<file path="config.mk">
export PLATFORM = sky130hd
export DESIGN_NAME = chip4_valve_sequencer
export DESIGN_NICKNAME = d
export VERILOG_FILES = /design/src/rtl/chip4_seq_pkg.sv /design/src/rtl/seq_step_timer.sv /design/src/rtl/chip4_valve_sequencer.sv
export SDC_FILE = /design/constraint.sdc
export NUM_CORES = 1
export LEC_CHECK = 0
export CAP_MARGIN = 20
export CORE_UTILIZATION = 49
export DETAILED_ROUTE_END_ITERATION = 12
export HOLD_SLACK_MARGIN = 0.02
export PLACE_DENSITY = 0.85
export RECOVER_POWER = 50
export SYNTH_ARGS = -nofsm -noshare
export SYNTH_HDL_FRONTEND = slang
export SYNTH_SLANG_ARGS = --single-unit
</file>
<file path="constraint.sdc">
create_clock -name clk -period 2.2 [get_ports clk]
set_input_delay 0.22 -clock clk [delete_from_list [all_inputs] [get_ports clk]]
set_output_delay 0.22 -clock clk [all_outputs]
set_load 0.01 [all_outputs]
</file>
<file path="src/rtl/chip4_seq_pkg.sv">
// Shared types and constants for the valve sequencer: opcodes, FSM states,
// default timing and the valve pattern each op drives while running.
package chip4_seq_pkg;

    typedef enum logic [2:0] {
        OP_NOP     = 3'd0,
        OP_LOAD    = 3'd1,
        OP_PUMP    = 3'd2,
        OP_WASH    = 3'd3,
        OP_COLLECT = 3'd4
    } op_t;

    typedef enum logic [1:0] {
        ST_IDLE  = 2'd0,
        ST_SETUP = 2'd1,
        ST_RUN   = 2'd2,
        ST_CLOSE = 2'd3
    } state_t;

    localparam int DEF_STEP_CYCLES   = 1000;
    localparam int DEF_SETTLE_CYCLES = 200;

    typedef struct packed {
        logic [4:0] inlet;
        logic       prep;
        logic       stage_in;
        logic       stage_out;
        logic       sieve;
        logic       collect;
    } valve_t;

    localparam valve_t VALVES_OFF     = '0;
    // LOAD's inlet bit is filled in from the latched index at run time.
    localparam valve_t VALVES_LOAD    = '{inlet: 5'b0, prep: 1'b1, stage_in: 1'b0,
                                          stage_out: 1'b0, sieve: 1'b0, collect: 1'b0};
    localparam valve_t VALVES_PUMP    = '{inlet: 5'b0, prep: 1'b0, stage_in: 1'b1,
                                          stage_out: 1'b0, sieve: 1'b0, collect: 1'b0};
    localparam valve_t VALVES_WASH    = '{inlet: 5'b0, prep: 1'b0, stage_in: 1'b1,
                                          stage_out: 1'b1, sieve: 1'b1, collect: 1'b0};
    localparam valve_t VALVES_COLLECT = '{inlet: 5'b0, prep: 1'b0, stage_in: 1'b0,
                                          stage_out: 1'b1, sieve: 1'b0, collect: 1'b1};

    function automatic logic [4:0] inlet_onehot(input logic [2:0] idx);
        logic [4:0] oh;
        oh = 5'b00000;
        case (idx)
            3'd1: oh = 5'b00001;
            3'd2: oh = 5'b00010;
            3'd3: oh = 5'b00100;
            3'd4: oh = 5'b01000;
            3'd5: oh = 5'b10000;
            default: oh = 5'b00000;
        endcase
        return oh;
    endfunction

endpackage

</file>
<file path="src/rtl/seq_step_timer.sv">
// Loadable step/cycle down-counter: counts STEP_CYCLES cycles per step while
// enabled, pulsing step_tick on each step's last cycle and expired on the final one.
module seq_step_timer #(
    parameter int STEP_CYCLES = 1000
) (
    input  logic        clk,
    input  logic        rst_n,
    input  logic        load,
    input  logic [15:0] load_steps,
    input  logic        en,
    output logic        step_tick,
    output logic        expired
);

    localparam int CW = $clog2(STEP_CYCLES + 1);
    localparam logic [CW-1:0] CYC_RELOAD = CW'(STEP_CYCLES);
    localparam logic [CW-1:0] CYC_ONE    = CW'(1);

    logic [15:0]   step_cnt;
    logic [CW-1:0] cyc_cnt;

    always_ff @(posedge clk) begin
        if (!rst_n) begin
            step_cnt <= '0;
            cyc_cnt  <= '0;
        end else if (load) begin
            step_cnt <= load_steps;
            cyc_cnt  <= CYC_RELOAD;
        end else if (en) begin
            // Both counters saturate at zero so a stray enable never wraps.
            if (cyc_cnt <= CYC_ONE) begin
                cyc_cnt <= CYC_RELOAD;
                if (step_cnt != 16'd0)
                    step_cnt <= step_cnt - 16'd1;
            end else begin
                cyc_cnt <= cyc_cnt - CYC_ONE;
            end
        end
    end

    assign step_tick = en && (cyc_cnt == CYC_ONE);
    assign expired   = step_tick && (step_cnt == 16'd1);

endmodule

</file>
<file path="src/rtl/chip4_valve_sequencer.sv">
// Valve sequencer: accepts one timed command at a time and walks it through
// an all-closed settle, the op's valve pattern, and a second all-closed settle.
module chip4_valve_sequencer
    import chip4_seq_pkg::*;
#(
    parameter int STEP_CYCLES   = DEF_STEP_CYCLES,
    parameter int SETTLE_CYCLES = DEF_SETTLE_CYCLES
) (
    input  logic        clk,
    input  logic        rst_n,
    input  logic        cmd_valid,
    output logic        cmd_ready,
    input  logic [2:0]  cmd_op,
    input  logic [15:0] cmd_arg,
    input  logic        abort,
    output logic [4:0]  inlet_ctrl,
    output logic        prep_inlet_ctrl,
    output logic        stage_inlet_ctrl,
    output logic        stage_outlet_ctrl,
    output logic        sieve_ctrl,
    output logic        collect_ctrl,
    output logic [2:0]  pump,
    output logic        busy,
    output logic        done,
    output logic        err,
    output state_t      dbg_state
);

    localparam int SW = $clog2(SETTLE_CYCLES + 1);
    localparam logic [SW-1:0] SETTLE_RELOAD = SW'(SETTLE_CYCLES);
    localparam logic [SW-1:0] SETTLE_ONE    = SW'(1);

    state_t        state_q, state_d;
    logic          accept, cmd_legal;
    logic [15:0]   cmd_steps;
    logic [2:0]    op_q, idx_q, pump_ph;
    logic [SW-1:0] settle_cnt;
    logic          settle_last, step_tick, expired;
    logic          aborted_q, done_q, err_q;
    valve_t        valves;
    logic [2:0]    pump_out;

    // Handshake: a command transfers on a rising edge where cmd_valid and
    // cmd_ready are both high; ready is only offered in IDLE without abort.
    assign cmd_ready = (state_q == ST_IDLE) && !abort;
    assign accept    = cmd_valid && cmd_ready;
    assign cmd_steps = (cmd_op == OP_LOAD) ? {3'b000, cmd_arg[15:3]} : cmd_arg;

    always_comb begin
        cmd_legal = 1'b1;
        if (cmd_op > 3'd4)
            cmd_legal = 1'b0;
        if (cmd_op == OP_LOAD && (cmd_arg[2:0] == 3'd0 || cmd_arg[2:0] > 3'd5))
            cmd_legal = 1'b0;
        if (cmd_op != OP_NOP && cmd_steps == 16'd0)
            cmd_legal = 1'b0;
    end

    seq_step_timer #(.STEP_CYCLES(STEP_CYCLES)) u_timer (
        .clk        (clk),
        .rst_n      (rst_n),
        .load       (accept),
        .load_steps (cmd_steps),
        .en         (state_q == ST_RUN),
        .step_tick  (step_tick),
        .expired    (expired)
    );

    assign settle_last = (settle_cnt == SETTLE_ONE);

    always_ff @(posedge clk) begin
        if (!rst_n)
            state_q <= ST_IDLE;
        else
            state_q <= state_d;
    end

    always_comb begin
        state_d = state_q;
        case (state_q)
            ST_IDLE:  if (accept && cmd_legal && cmd_op != OP_NOP) state_d = ST_SETUP;
            ST_SETUP: if (abort) state_d = ST_CLOSE;
                      else if (settle_last) state_d = ST_RUN;
            ST_RUN:   if (abort || expired) state_d = ST_CLOSE;
            ST_CLOSE: if (settle_last) state_d = ST_IDLE;
            default:  state_d = ST_IDLE;
        endcase
    end

    always_ff @(posedge clk) begin
        if (!rst_n) begin
            op_q       <= 3'd0;
            idx_q      <= 3'd0;
            pump_ph    <= 3'd0;
            settle_cnt <= '0;
            aborted_q  <= 1'b0;
            done_q     <= 1'b0;
            err_q      <= 1'b0;
        end else begin
            done_q <= 1'b0;
            err_q  <= 1'b0;
            if (accept) begin
                op_q      <= cmd_op;
                idx_q     <= cmd_arg[2:0];
                aborted_q <= 1'b0;
                if (!cmd_legal)
                    err_q <= 1'b1;
                else if (cmd_op == OP_NOP)
                    done_q <= 1'b1;
            end
            if ((state_q == ST_SETUP || state_q == ST_RUN) && abort)
                aborted_q <= 1'b1;
            if (state_q == ST_CLOSE && settle_last) begin
                done_q <= !aborted_q;
                err_q  <= aborted_q;
            end
            // Each entry into SETUP or CLOSE gets a full settle interval.
            if (state_d != state_q && (state_d == ST_SETUP || state_d == ST_CLOSE))
                settle_cnt <= SETTLE_RELOAD;
            else if (settle_cnt != '0)
                settle_cnt <= settle_cnt - SETTLE_ONE;
            if (state_q == ST_SETUP && state_d == ST_RUN)
                pump_ph <= 3'b001;
            else if (step_tick)
                pump_ph <= {pump_ph[1:0], pump_ph[2]};
        end
    end

    always_comb begin
        valves   = VALVES_OFF;
        pump_out = 3'b000;
        if (state_q == ST_RUN) begin
            case (op_q)
                OP_LOAD: begin
                    valves       = VALVES_LOAD;
                    valves.inlet = inlet_onehot(idx_q);
                end
                OP_PUMP: begin
                    valves   = VALVES_PUMP;
                    pump_out = pump_ph;
                end
                OP_WASH:    valves = VALVES_WASH;
                OP_COLLECT: valves = VALVES_COLLECT;
                default:    valves = VALVES_OFF;
            endcase
        end
    end

    assign inlet_ctrl        = valves.inlet;
    assign prep_inlet_ctrl   = valves.prep;
    assign stage_inlet_ctrl  = valves.stage_in;
    assign stage_outlet_ctrl = valves.stage_out;
    assign sieve_ctrl        = valves.sieve;
    assign collect_ctrl      = valves.collect;
    assign pump              = pump_out;
    assign busy              = (state_q != ST_IDLE);
    assign done              = done_q;
    assign err               = err_q;
    assign dbg_state         = state_q;

endmodule

</file>
Yosys cells after proc, flatten, opt, wreduce, memory -nomap -nowiden
Cells that the tools add are included.
{"block": "word_totals", "inputBits": 23, "elab_cells": 111, "register_bits": 48}
{"block": "op_classes", "magnitude_cmp": 3, "n_bitwise": 1, "n_eq_ne": 20, "add_sub_neg": 3, "reduce_logical": 36, "mux": 35}
{"op": "16-bit 2-to-1 mux", "n": 5}
{"op": "10-bit 2-to-1 mux", "n": 4}
{"op": "10-bit one-hot mux with 4 select lines", "n": 1}
{"op": "5-bit one-hot mux with 5 select lines", "n": 1}
{"op": "16-bit by 1-bit equality test with 1-bit output (second input constant)", "n": 1}
{"op": "16-bit zero test", "n": 1}
{"op": "8-bit 2-to-1 mux", "n": 2}
{"op": "16-bit nonzero test", "n": 1}
{"op": "16-bit by 1-bit subtractor with 16-bit output (second input constant)", "n": 1}
{"op": "1-bit 2-to-1 mux", "n": 14}
{"op": "2-bit nonzero test", "n": 7}
{"op": "3-bit by 2-bit equality test with 1-bit output (second input constant)", "n": 4}
{"op": "1-bit logical AND", "n": 12}
{"op": "10-bit by 1-bit equality test with 1-bit output (second input constant)", "n": 1}
{"op": "10-bit by 1-bit <= comparator with 1-bit output (second input constant)", "n": 1}
{"op": "2-bit 2-to-1 mux", "n": 5}
{"op": "10-bit by 1-bit subtractor with 10-bit output (second input constant)", "n": 1}
{"op": "3-bit by 1-bit equality test with 1-bit output (second input constant)", "n": 3}
{"op": "3-bit equality test (second input constant)", "n": 3}
{"op": "2-bit equality test (second input constant)", "n": 4}
{"op": "8-bit by 1-bit equality test with 1-bit output (second input constant)", "n": 1}
{"op": "2-bit one-hot mux with 4 select lines", "n": 1}
{"op": "8-bit nonzero test", "n": 1}
{"op": "8-bit by 1-bit subtractor with 8-bit output (second input constant)", "n": 1}
{"op": "12 further kinds", "n": 22}

Logic depth before layout (Yosys ltp)
Gate-level depths: netlist (run 1).
{"block": "logic_depth", "depth_word": 13, "ltp_mapped": 9, "mapped_depth_nobuf": 8}

Cells and area by module
A second synthesis (run 1) with hierarchy kept.
{"block": "hier_totals", "hier_cells": 385, "area_unflattened_um2": 3230.6}
{"module": "chip4_valve_sequencer", "area_per_inst_um2": 1662.8, "instances": 1, "cells_per_inst": 204}
{"module": "seq_step_timer", "area_per_inst_um2": 1567.8, "instances": 1, "cells_per_inst": 181}

Worst setup path after synthesis (run 1)
No wires, ideal clock.
{"block": "synth_timing", "path_kind": "reg2reg", "startpoint": "register state_q[0], in the netlist dbg_state[0]", "endpoint": "register u_timer.step_cnt[7]", "synth_period_minus_slack_ns": 2.451, "path_stages_with_launch": 9, "setup_ns": 0.133, "t_arrival_ns": 2.319, "required_ns": 2.067, "n_path_buf": 0, "path_slack_ns": -0.251, "cell_sequence": "dfxtp_1 -> inv_1 -> ha_1 -> or4b_4 -> nor4_4 -> nand4_4 -> nor4_4 -> xnor2_1 -> a21oi_1"}
{"block": "synth_via", "elab_chain_len": 5, "word_cells_on_any_way": 9, "classes_between": "eq/ne (1); mux (1); reduce/logical (7)"}
{"item": "start, declared", "line_no": "chip4_valve_sequencer.sv:33", "rtl": "state_t state_q, state_d;"}
{"item": "start signal, assigned", "line_no": "chip4_valve_sequencer.sv:75", "rtl": "state_q <= state_d;"}
{"item": "2-bit zero test", "line_no": "chip4_valve_sequencer.sv:45", "rtl": "assign cmd_ready = (state_q == ST_IDLE) && !abort;"}
{"item": "1-bit logical AND", "line_no": "chip4_valve_sequencer.sv:45"}
{"item": "1-bit logical AND", "line_no": "chip4_valve_sequencer.sv:46", "rtl": "assign accept = cmd_valid && cmd_ready;"}
{"item": "2-bit nonzero test (no source line)"}
{"item": "3-bit AND reduction (no source line)"}
{"item": "end signal, assigned", "line_no": "seq_step_timer.sv:27", "rtl": "step_cnt <= load_steps;"}
{"item": "end signal, assigned", "line_no": "seq_step_timer.sv:34", "rtl": "step_cnt <= step_cnt - 16'd1;"}
{"item": "end, declared", "line_no": "seq_step_timer.sv:19", "rtl": "logic [15:0] step_cnt;"}
Parallel ways exist; a longest one is shown, timed or not.
A chain may end at the register's enable or synchronous reset.

Worst setup path after layout (run 1)
Ends and elaborated chain as after synthesis.

==> flow_metrics.env, run 1 <==
export IMPL_status="finished, violations left"
export IMPL_violations="setup timing"
export IMPL_core_um2=5610
export IMPL_chipHeight_um=78.9
export IMPL_hold_viol_final=0
export IMPL_start_util_pct=51.7
export IMPL_worst_pin_slew_ns=0.442
export IMPL_yosys_area_top_type_share_pct=33.1
export IMPL_r2r_end="u_timer.step_cnt[7]$_SDFFE_PN0P_"
export IMPL_period_share_pct=103
export IMPL_clk_pin_slew_worst_paths_ns=0.09
export IMPL_synth_top_family_by_area="simple AND/OR/NAND/NOR gates"
export IMPL_hold_start="idx_q[2]$_SDFFE_PN0P_"
export IMPL_first_global_vias=2785
export IMPL_critical_path_required_ns=2.39
export IMPL_grt_use_total_pct=25.8
export IMPL_path_class="flop to flop"
export IMPL_synth_seq_cells=48
export IMPL_yosysSeqAreaShare_pct=33.1
export IMPL_ant_nets=0
export IMPL_grt_pass1_wl_um=12600
export IMPL_io_pins=42
export IMPL_dr_pass1_iters=4
export IMPL_drive_above_1_share_pct=23.0
export IMPL_vdd_ir_drop_max_mv=0.453
export IMPL_setup_ws_ns=-0.0742
export IMPL_rsz0062_at_grt="yes"
export IMPL_path_max_fanout=7
export IMPL_hold_end="idx_q[2]$_SDFFE_PN0P_"
export IMPL_synth_adder_area_share_pct=5.18
export IMPL_cts_htree_levels=2
export IMPL_fin_skew_ns=0.00791
export IMPL_final_seq_area_um2=966
export IMPL_cts_root_buf="clkbuf_8"
export IMPL_io_buffers=41
export IMPL_ys_warn_count=0
export IMPL_drtIter0Drc=158
export IMPL_place_area_um2=3680
export IMPL_numCtsBuffers=5
export IMPL_synth_nets=381
export IMPL_synthSimpleGateAreaFrac_pct=27.5
export IMPL_multi_input_area_um2=1950
export IMPL_wl_per_cell_um=15.8
export IMPL_synth_top_cells_by_count="dfxtp_1 (48), a21oi_1 (34), nor2_1 (34)"
export IMPL_synth_top_area_cell="dfxtp_1"
export IMPL_die_w_um=78.9
export IMPL_grt_max_degree=30
export IMPL_yosys_cell_count_top_type="dfxtp_1"
export IMPL_synth_area_leaders="dfxtp_1 (33%), a21oi_1 (5.9%), xnor2_1 (5.4%)"
export IMPL_nets=461
export IMPL_nFillCells=456
export IMPL_num_rows=27
export IMPL_antenna_found_initial=0
export IMPL_rr_startpoint="dbg_state[0]$_SDFF_PN0_"
export IMPL_grt_overflow=0
export IMPL_synth_edff_count=0
export IMPL_hold_path_class="flop to flop"
export IMPL_critical_path_arrival_ns=2.46
export IMPL_clock_sinks=48
export IMPL_maxSlewHeadroom_pct=70.6
export IMPL_whs_ns=0.484
export IMPL_ff2ff_path_depth=9
export IMPL_drv_slew=0
export IMPL_hold_buffers=0
export IMPL_dr_total_vias=2896
export IMPL_ys_flop_type="dfxtp_1"
export IMPL_cap_violations=0
export IMPL_netlist_area_um2=2900
export IMPL_via_per_inst=5.80
export IMPL_rrSetupSlack_ns=-0.07
export IMPL_setup_viol=6
export IMPL_fmax_ghz=0.440
export IMPL_fin_area_um2=3900
export IMPL_drc=0
export IMPL_clockBufferDepth=2
export IMPL_postSynthAreaPerCell_um2=8.38
export IMPL_die_area_um2=6230
export IMPL_p_leak_nw=1.56
export IMPL_dp_hpwl_um=5760
export IMPL_power_per_cell_area_nw_per_um2=715
export IMPL_whs_path_depth=2
export IMPL_synth_compound_area_share_pct=16.5
export IMPL_insertion_delay_ns=0.31
export IMPL_synth_mux_area_share_pct=7.42
export IMPL_async_flop_share_pct=0
export IMPL_wirelength_um=7910
export IMPL_period_minus_slack_ns=2.27
export IMPL_cts_tree="yes"
export IMPL_yosys_cell_types_count=49
export IMPL_area_delta_synth_final_pct=34.6
export IMPL_place_congestion=0.814
export IMPL_synth_cells=346
export IMPL_start_kind="flop"
export IMPL_cp_end_kind="flop"
export IMPL_diodes=0
export IMPL_synth_xor_area_share_pct=7.25
[through the flow]
step / instances / power (W) / TNS, ns / utilization [%] / setup WS (ns)
2_1_floorplan: 346 / 0.00177 / -0.921 / - / -0.157
3_3_place_gp: 485 / 0.00210 / -0.00534 / 65.6 / -0.00534
3_5_place_dp: 485 / 0.00215 / -0.970 / 65.6 / -0.119
4_1_cts: 495 / 0.00276 / 0 / 67.8 / 0.00456
5_1_grt: 499 / 0.00295 / -1.41 / 69.6 / -0.143
6_report: 499 / 0.00279 / -0.161 / 69.6 / -0.0742
[cell usage in the layout (no fill, tap or decap), drive strengths merged, types with 12 or more instances in the layout]
cell type,n
a21oi,34
buf,43
clkdlybuf4s50,25
dfxtp,48
ha,12
inv,12
mux2,12
nand2,26
nor2,34
nor3,21
o21ai,19
xnor2,18
[worst max-delay path by stage]
stage / from / endpoint / slack, ns
after floorplan: dbg_state[0]$_SDFF_PN0_ / u_timer.step_cnt[7]$_SDFFE_PN0P_ / -0.16
after global placement: dbg_state[0]$_SDFF_PN0_ / u_timer.step_cnt[7]$_SDFFE_PN0P_ / -0.005
after detailed placement: cmd_arg[3] / settle_cnt[4]$_SDFFE_PP0P_ / -0.12
after CTS: dbg_state[0]$_SDFF_PN0_ / u_timer.step_cnt[7]$_SDFFE_PN0P_ / 0.005
after global routing: dbg_state[0]$_SDFF_PN0_ / u_timer.step_cnt[7]$_SDFFE_PN0P_ / -0.14
final: dbg_state[0]$_SDFF_PN0_ / u_timer.step_cnt[7]$_SDFFE_PN0P_ / -0.07
[timing repair]
action,CTS,global route
setup endpoints to repair,17,32
setup buffers,2,4
resized for setup,12,21
pin swaps,2,19
[logic make-up (layout without fill, tap and decap cells)]
kind of cell             after synthesis  after routing
multiplexers                          20             20
AND/OR/NAND/NOR                      138            138
AO/OA/AOI/OAI                         81             81
adder cells (fa/ha/maj)               12             12
flip-flops                            48             48
buffers and inverters                 23            104
XOR/XNOR                              24             24
[registers in the layout, summed over array words and instances (netlist names)]
name / flops
idx_q: 3
settle_cnt: 8
pump_ph: 3
op_q: 3
dbg_state: 2
done: 1
aborted_q: 1
err: 1
u_timer.cyc_cnt: 10
u_timer.step_cnt: 16
[layout make-up]
cell class | instances | area share (%)
clock buffer | 6 | 2.41
sequential | 48 | 24.8
timing repair buffer | 84 | 19.0
tap | 72 | 2.31
inverter | 12 | 1.22
clock inverter | 2 | 0.321
multi-input combinational | 275 | 50.0
[report_power, final]
group          switching [W]  internal, W
Clock               0.000315     0.000291
Combinational       0.000552     0.000506
Sequential          0.000128     0.000996
[worst max-delay path, cell delays in order, from the launching register on]
cell and delay, ns:
dfxtp_4 0.36, inv_4 0.05, ha_4 0.11, or4b_4 0.48, nor4_4 0.24, buf_4 0.18, nand4_4 0.19, nor4_4 0.28
xnor2_1 0.16, a21oi_1 0.10
[metal layers]
metal,wire (µm),up-vias,GRT usage (%)
met5,0,-,0
met4,126,0,9.45
met3,353,13,4.02
met2,4250,82,48.7
met1,3180,1386,28.9
li1,-,1415,-
Note: power is estimated with default switching activity, not from simulation.
==> run 2: changes to the inputs <==
CORE_UTILIZATION = 50   (was 49)
SYNTH_HIERARCHICAL = 1   (was not set)
==> flow_metrics.env, run 2 <==
export IMPL_wl_per_cell_um=17.7
export IMPL_cts_root_buf="clkbuf_8"
export IMPL_start_util_pct=53.3
export IMPL_drc=0
export IMPL_place_congestion=0.934
export IMPL_synth_edff_count=0
export IMPL_via_per_inst=6.11
export IMPL_dr_pass1_iters=5
export IMPL_io_pins=42
export IMPL_cts_htree_levels=2
export IMPL_final_cell_mix="buf_4 (71), dfxtp_1 (45), nor2_1 (33)"
export IMPL_fin_skew_ns=0.0161
export IMPL_reg_largest_list="u_timer/step_cnt: 16 flops, u_timer/cyc_cnt: 10 flops, settle_cnt: 8 flops"
export IMPL_power_per_cell_area_nw_per_um2=623
export IMPL_rsz0062_at_grt="yes"
export IMPL_grt_pass1_wl_um=14700
export IMPL_synth_area_leaders="dfxtp_1 (30%), mux2_2 (5.6%), o21ai_0 (4.8%)"
export IMPL_nets=533
export IMPL_synth_seq_cells=48
export IMPL_setup_ws_ns=-0.497
export IMPL_cp_end_kind="flop"
export IMPL_fmax_ghz=0.371
export IMPL_async_flop_share_pct=0
export IMPL_hold_path_class="flop to flop"
export IMPL_drtIter0Drc=216
export IMPL_fin_cells=574
export IMPL_synth_top_cells_by_count="dfxtp_1 (48), nor2_1 (35), o21ai_0 (31)"
export IMPL_antenna_found_initial=0
export IMPL_cts_tree="yes"
export IMPL_grt_max_degree=22
export IMPL_dpl_worst_slack_ns=-0.423
export IMPL_area_delta_synth_final_pct=39.4
export IMPL_postSynthAreaPerCell_um2=8.39
export IMPL_multi_input_area_um2=2300
export IMPL_synth_nets=420
export IMPL_wl_met2_um=5290
export IMPL_yosysSeqAreaShare_pct=29.7
export IMPL_nFillCells=428
export IMPL_setup_viol=25
export IMPL_routed_top_layer="met4"
export IMPL_synth_cells=385
export IMPL_grt_overflow=0
export IMPL_path_class="flop to flop"
export IMPL_top_register="u_timer/step_cnt"
export IMPL_setup_tns_ns=-6.45
export IMPL_netlist_area_um2=3230
export IMPL_dp_hpwl_um=6790
export IMPL_chipHeight_um=82.4
export IMPL_dr_total_vias=3506
export IMPL_rr_startpoint="u_timer/cyc_cnt[3]$_SDFFE_PN0P_"
export IMPL_critical_path_required_ns=2.36
export IMPL_violations="setup timing"
export IMPL_hold_start="idx_q[2]$_SDFFE_PN0P_"
export IMPL_period_share_pct=123
export IMPL_drv_slew=0
export IMPL_clock_sinks=48
export IMPL_wirelength_um=10200
export IMPL_period_minus_slack_ns=2.70
export IMPL_worst_pin_slew_ns=0.602
export IMPL_drt_met1_wl_um=4080
export IMPL_start_kind="flop"
export IMPL_crit_start="u_timer/cyc_cnt[3]$_SDFFE_PN0P_"
export IMPL_maxSlewHeadroom_pct=59.8
export IMPL_cap_violations=0
export IMPL_wl_met3_um=542
export IMPL_grt_use_total_pct=28.6
export IMPL_vdd_ir_drop_max_mv=0.820
export IMPL_clk_pin_slew_worst_paths_ns=0.10
export IMPL_die_w_um=82.4
export IMPL_critical_path_arrival_ns=2.85
export IMPL_p_leak_nw=1.81
export IMPL_hold_viol_final=0
export IMPL_insertion_delay_ns=0.31
export IMPL_placed_cells=558
export IMPL_numCtsBuffers=5
export IMPL_largest_reg_flops=16
export IMPL_drive_above_1_share_pct=31.7
export IMPL_core_um2=6060
export IMPL_final_seq_area_um2=965
export IMPL_ys_flop_type="dfxtp_1"
export IMPL_ys_warn_count=6
export IMPL_first_global_vias=3305
export IMPL_ant_nets=0
export IMPL_die_area_um2=6790
export IMPL_diodes=0
export IMPL_whs_ns=0.491
export IMPL_clockBufferDepth=2
export IMPL_synth_top_area_cell="dfxtp_1"
export IMPL_final_common_cell="buf_4"
export IMPL_path_max_fanout=6
export IMPL_status="finished, violations left"
export IMPL_yosys_cell_types_count=67
export IMPL_num_rows=28
export IMPL_yosys_cell_count_top_type="dfxtp_1"
export IMPL_yosys_area_top_type_share_pct=29.7
export IMPL_io_buffers=41
-- run 2: cell count changes after synthesis, moves of 4 or more --
cell,delta
xnor2_1,-9
mux2i_1,-5
a31oi_1,+5
or3_1,+7
o21ai_0,+12
nor3_2,-4
a311oi_1,+4
mux2_2,+4
a21oi_1,-13
-- run 2: critical path, stage by stage, from the launching register on --
cell and delay, ns:
dfxtp_2 0.33, or3_4 0.40, nor4_4 0.18, and4_4 0.28, and4_1 0.19, and4b_1 0.22
nor3_1 0.06, or4_4 0.51, nor2_4 0.14, a31o_4 0.16, a211oi_1 0.09
-- run 2: worst paths after layout --
path                                                    to  slack [ns]  cells past startpoint
worst max-delay path            settle_cnt[1]$_SDFFE_PP0P_       -0.50                     10
worst min-delay path                 idx_q[2]$_SDFFE_PN0P_        0.49                      2
worst max register to register  settle_cnt[1]$_SDFFE_PP0P_       -0.50                     10
worst min register to register       idx_q[2]$_SDFFE_PN0P_        0.49                      2
-- run 2: per-stage QoR --
| stage | total power, W | cell area, µm² | utilization, % |
|---|---|---|---|
| after floorplan | 0.00177 | 3260 | - |
| after global placement | 0.00208 | 4210 | 69.4 |
| after detailed placement | 0.00213 | 4210 | 69.4 |
| after CTS | 0.00271 | 4370 | 72.2 |
| after global routing | 0.00296 | 4500 | 74.3 |
| final | 0.00280 | 4500 | 74.3 |
-- run 2: kinds of logic after synthesis --
| family | Yosys count | share of synthesized area [%] |
|---|---|---|
| and+or+nand+nor | 164 | 30.4 |
| AOI/OAI and AO/OA | 96 | 19.7 |
| DFF | 48 | 29.7 |
| buffers and inverters | 31 | 4.96 |
| muxes | 19 | 6.51 |
| xor gates and xnor gates | 15 | 4.07 |
| adders and majority gates | 12 | 4.65 |
-- run 2: what timing repair did --
| item | in CTS | in global routing |
|---|---|---|
| hold buffers | 0 | 0 |
| pin swaps | 8 | 22 |
| setup endpoints to repair | 31 | 35 |
| buffers inserted | 4 | 4 |
| resized for setup | 27 | 40 |
-- run 2: routing by layer --
layer	vias up	track usage (%)
met5	-	0
met1	1672	32.1
met3	30	5.05
met4	0	11.8
li1	1655	-
met2	149	52.6
-- run 2: cell type report --
class / count / share of cell area [%]
clock buffer: 6 / 1.61
clock inverter: 2 / 0.278
inverter: 17 / 1.47
multi-input combinational: 306 / 51.1
sequential: 48 / 21.4
tap: 75 / 2.08
timing repair buffer: 120 / 22.0
-- run 2: report_power, final --
part	switching, W	internal [W]
Combinational	0.000615	0.000565
Clock	0.000317	0.000223
Sequential	0.000109	0.000975
Total	0.00104	0.00176
==> run 3: changes to the inputs <==
ABC_AREA = 0   (was not set)
CORE_UTILIZATION = 56   (was 50)
PLACE_DENSITY = 0.9   (was 0.85)
clock period = 2.85 ns   (was 2.2 ns; I/O delays follow)
==> flow_metrics.env, run 3 (synthesis gave the netlist of run 2 again) <==
export IMPL_status="completed"
export IMPL_largest_reg_flops=16
export IMPL_area_delta_synth_final_pct=18.4
export IMPL_cts_tree="yes"
export IMPL_die_w_um=78.0
export IMPL_dr_total_vias=3154
export IMPL_fin_skew_ns=0.00871
export IMPL_hold_buffers=0
export IMPL_multi_input_area_um2=2110
export IMPL_first_global_vias=2925
export IMPL_die_area_um2=6080
export IMPL_io_pins=42
export IMPL_fmax_ghz=0.371
export IMPL_core_um2=5540
export IMPL_setup_ws_ns=0.156
export IMPL_dpl_worst_slack_ns=0.215
export IMPL_cts_setup_buffers=0
export IMPL_setup_tns_ns=0
export IMPL_grt_overflow=0
export IMPL_clockBufferDepth=2
export IMPL_final_cell_mix="dfxtp_1 (48), nor2_1 (35), clkdlybuf4s50_1 (35)"
export IMPL_hold_viol_final=0
export IMPL_clock_sinks=48
export IMPL_critical_path_arrival_ns=2.90
export IMPL_drc=0
export IMPL_grt_use_total_pct=26.8
export IMPL_path_class="flop to flop"
export IMPL_nets=469
export IMPL_cap_violations=0
export IMPL_hold_path_class="flop to flop"
export IMPL_cts_root_buf="clkbuf_8"
export IMPL_path_max_fanout=5
export IMPL_io_buffers=41
export IMPL_final_common_cell="dfxtp_1"
export IMPL_fin_cells=507
export IMPL_maxSlewHeadroom_pct=53.3
export IMPL_top_register="u_timer/step_cnt"
export IMPL_numCtsBuffers=5
export IMPL_via_per_inst=6.22
export IMPL_critical_path_required_ns=3.06
export IMPL_cts_htree_levels=2
export IMPL_wirelength_um=7880
export IMPL_clk_pin_slew_worst_paths_ns=0.09
export IMPL_ant_nets=0
export IMPL_drv_slew=0
export IMPL_place_area_um2=3750
export IMPL_cp_end_kind="flop"
export IMPL_chipHeight_um=78.0
export IMPL_insertion_delay_ns=0.31
export IMPL_dr_pass1_iters=6
export IMPL_final_seq_area_um2=961
export IMPL_worst_pin_slew_ns=0.691
export IMPL_placed_cells=499
export IMPL_power_per_cell_area_nw_per_um2=523
export IMPL_nFillCells=448
export IMPL_drive_above_1_share_pct=13.6
export IMPL_rsz0062_at_grt="no"
export IMPL_wl_per_cell_um=15.5
export IMPL_diodes=0
export IMPL_place_congestion=0.851
export IMPL_period_share_pct=94.5
export IMPL_num_rows=27
export IMPL_start_kind="flop"
export IMPL_antenna_found_initial=0
export IMPL_grt_pass1_wl_um=13100
export IMPL_fin_area_um2=3820
export IMPL_start_util_pct=58.3
export IMPL_cts_resized=0
export IMPL_dp_hpwl_um=5880
export IMPL_period_minus_slack_ns=2.69
export IMPL_p_leak_nw=1.39
export IMPL_drtIter0Drc=269
export IMPL_reg_largest_list="u_timer/step_cnt: 16 flops, u_timer/cyc_cnt: 10 flops, settle_cnt: 8 flops"
export IMPL_vdd_ir_drop_max_mv=0.496
export IMPL_grt_max_degree=31
export IMPL_setup_viol=0
-- run 3: power by group --
group | internal, W | switching (W) | leakage, nW
Combinational | 0.000340 | 0.000390 | 0.955
Clock | 0.000198 | 0.000226 | 0.0455
Sequential | 0.000752 | 0.0000936 | 0.394
Total | 0.00129 | 0.000710 | 1.39
-- run 3: routing by layer --
metal / share of wire [%] / vias to the layer above / GRT usage, %
li1: - / 1533 / -
met1: 44 / 1484 / 34.3
met2: 49 / 120 / 45.6
met3: 5.3 / 17 / 4.12
met4: 1.4 / 0 / 9.63
met5: 0 / - / 0
-- run 3: final cells by class --
class,count,share of cell area (%)
multi-input combinational,306,55.2
inverter,17,1.67
timing repair buffer,56,13.3
tap,72,2.36
clock buffer,8,2.36
sequential,48,25.1
-- run 3: path summary, 6_finish.rpt --
kind | end | slack (ns) | cells after the start | start
max reg2reg | pump_ph[0]$_SDFFE_PN0P_ | 0.16 | 10 | u_timer/cyc_cnt[3]$_SDFFE_PN0P_
min reg2reg | idx_q[1]$_SDFFE_PN0P_ | 0.49 | 2 | idx_q[1]$_SDFFE_PN0P_
min | idx_q[1]$_SDFFE_PN0P_ | 0.49 | 2 | idx_q[1]$_SDFFE_PN0P_
max | pump_ph[0]$_SDFFE_PN0P_ | 0.16 | 10 | u_timer/cyc_cnt[3]$_SDFFE_PN0P_
-- run 3: per-stage QoR --
stage | hold WS [ns] | power, W | util [%]
after floorplan | 0.402 | 0.00136 | -
after global placement | 0.460 | 0.00154 | 67.6
after global routing | 0.511 | 0.00211 | 69.0
final | 0.485 | 0.00200 | 69.0
after detailed placement | 0.475 | 0.00158 | 67.6
after CTS | 0.486 | 0.00199 | 69.3
-- run 3: critical path: stages (launching register included) --
cell,delay (ns)
dfxtp_1,0.35
or3_4,0.43
nor4_4,0.17
and4_1,0.27
and4_1,0.17
and4b_1,0.19
nor3_1,0.05
or4_1,0.49
o21ai_0,0.18
a31oi_1,0.10
o21a_1,0.20
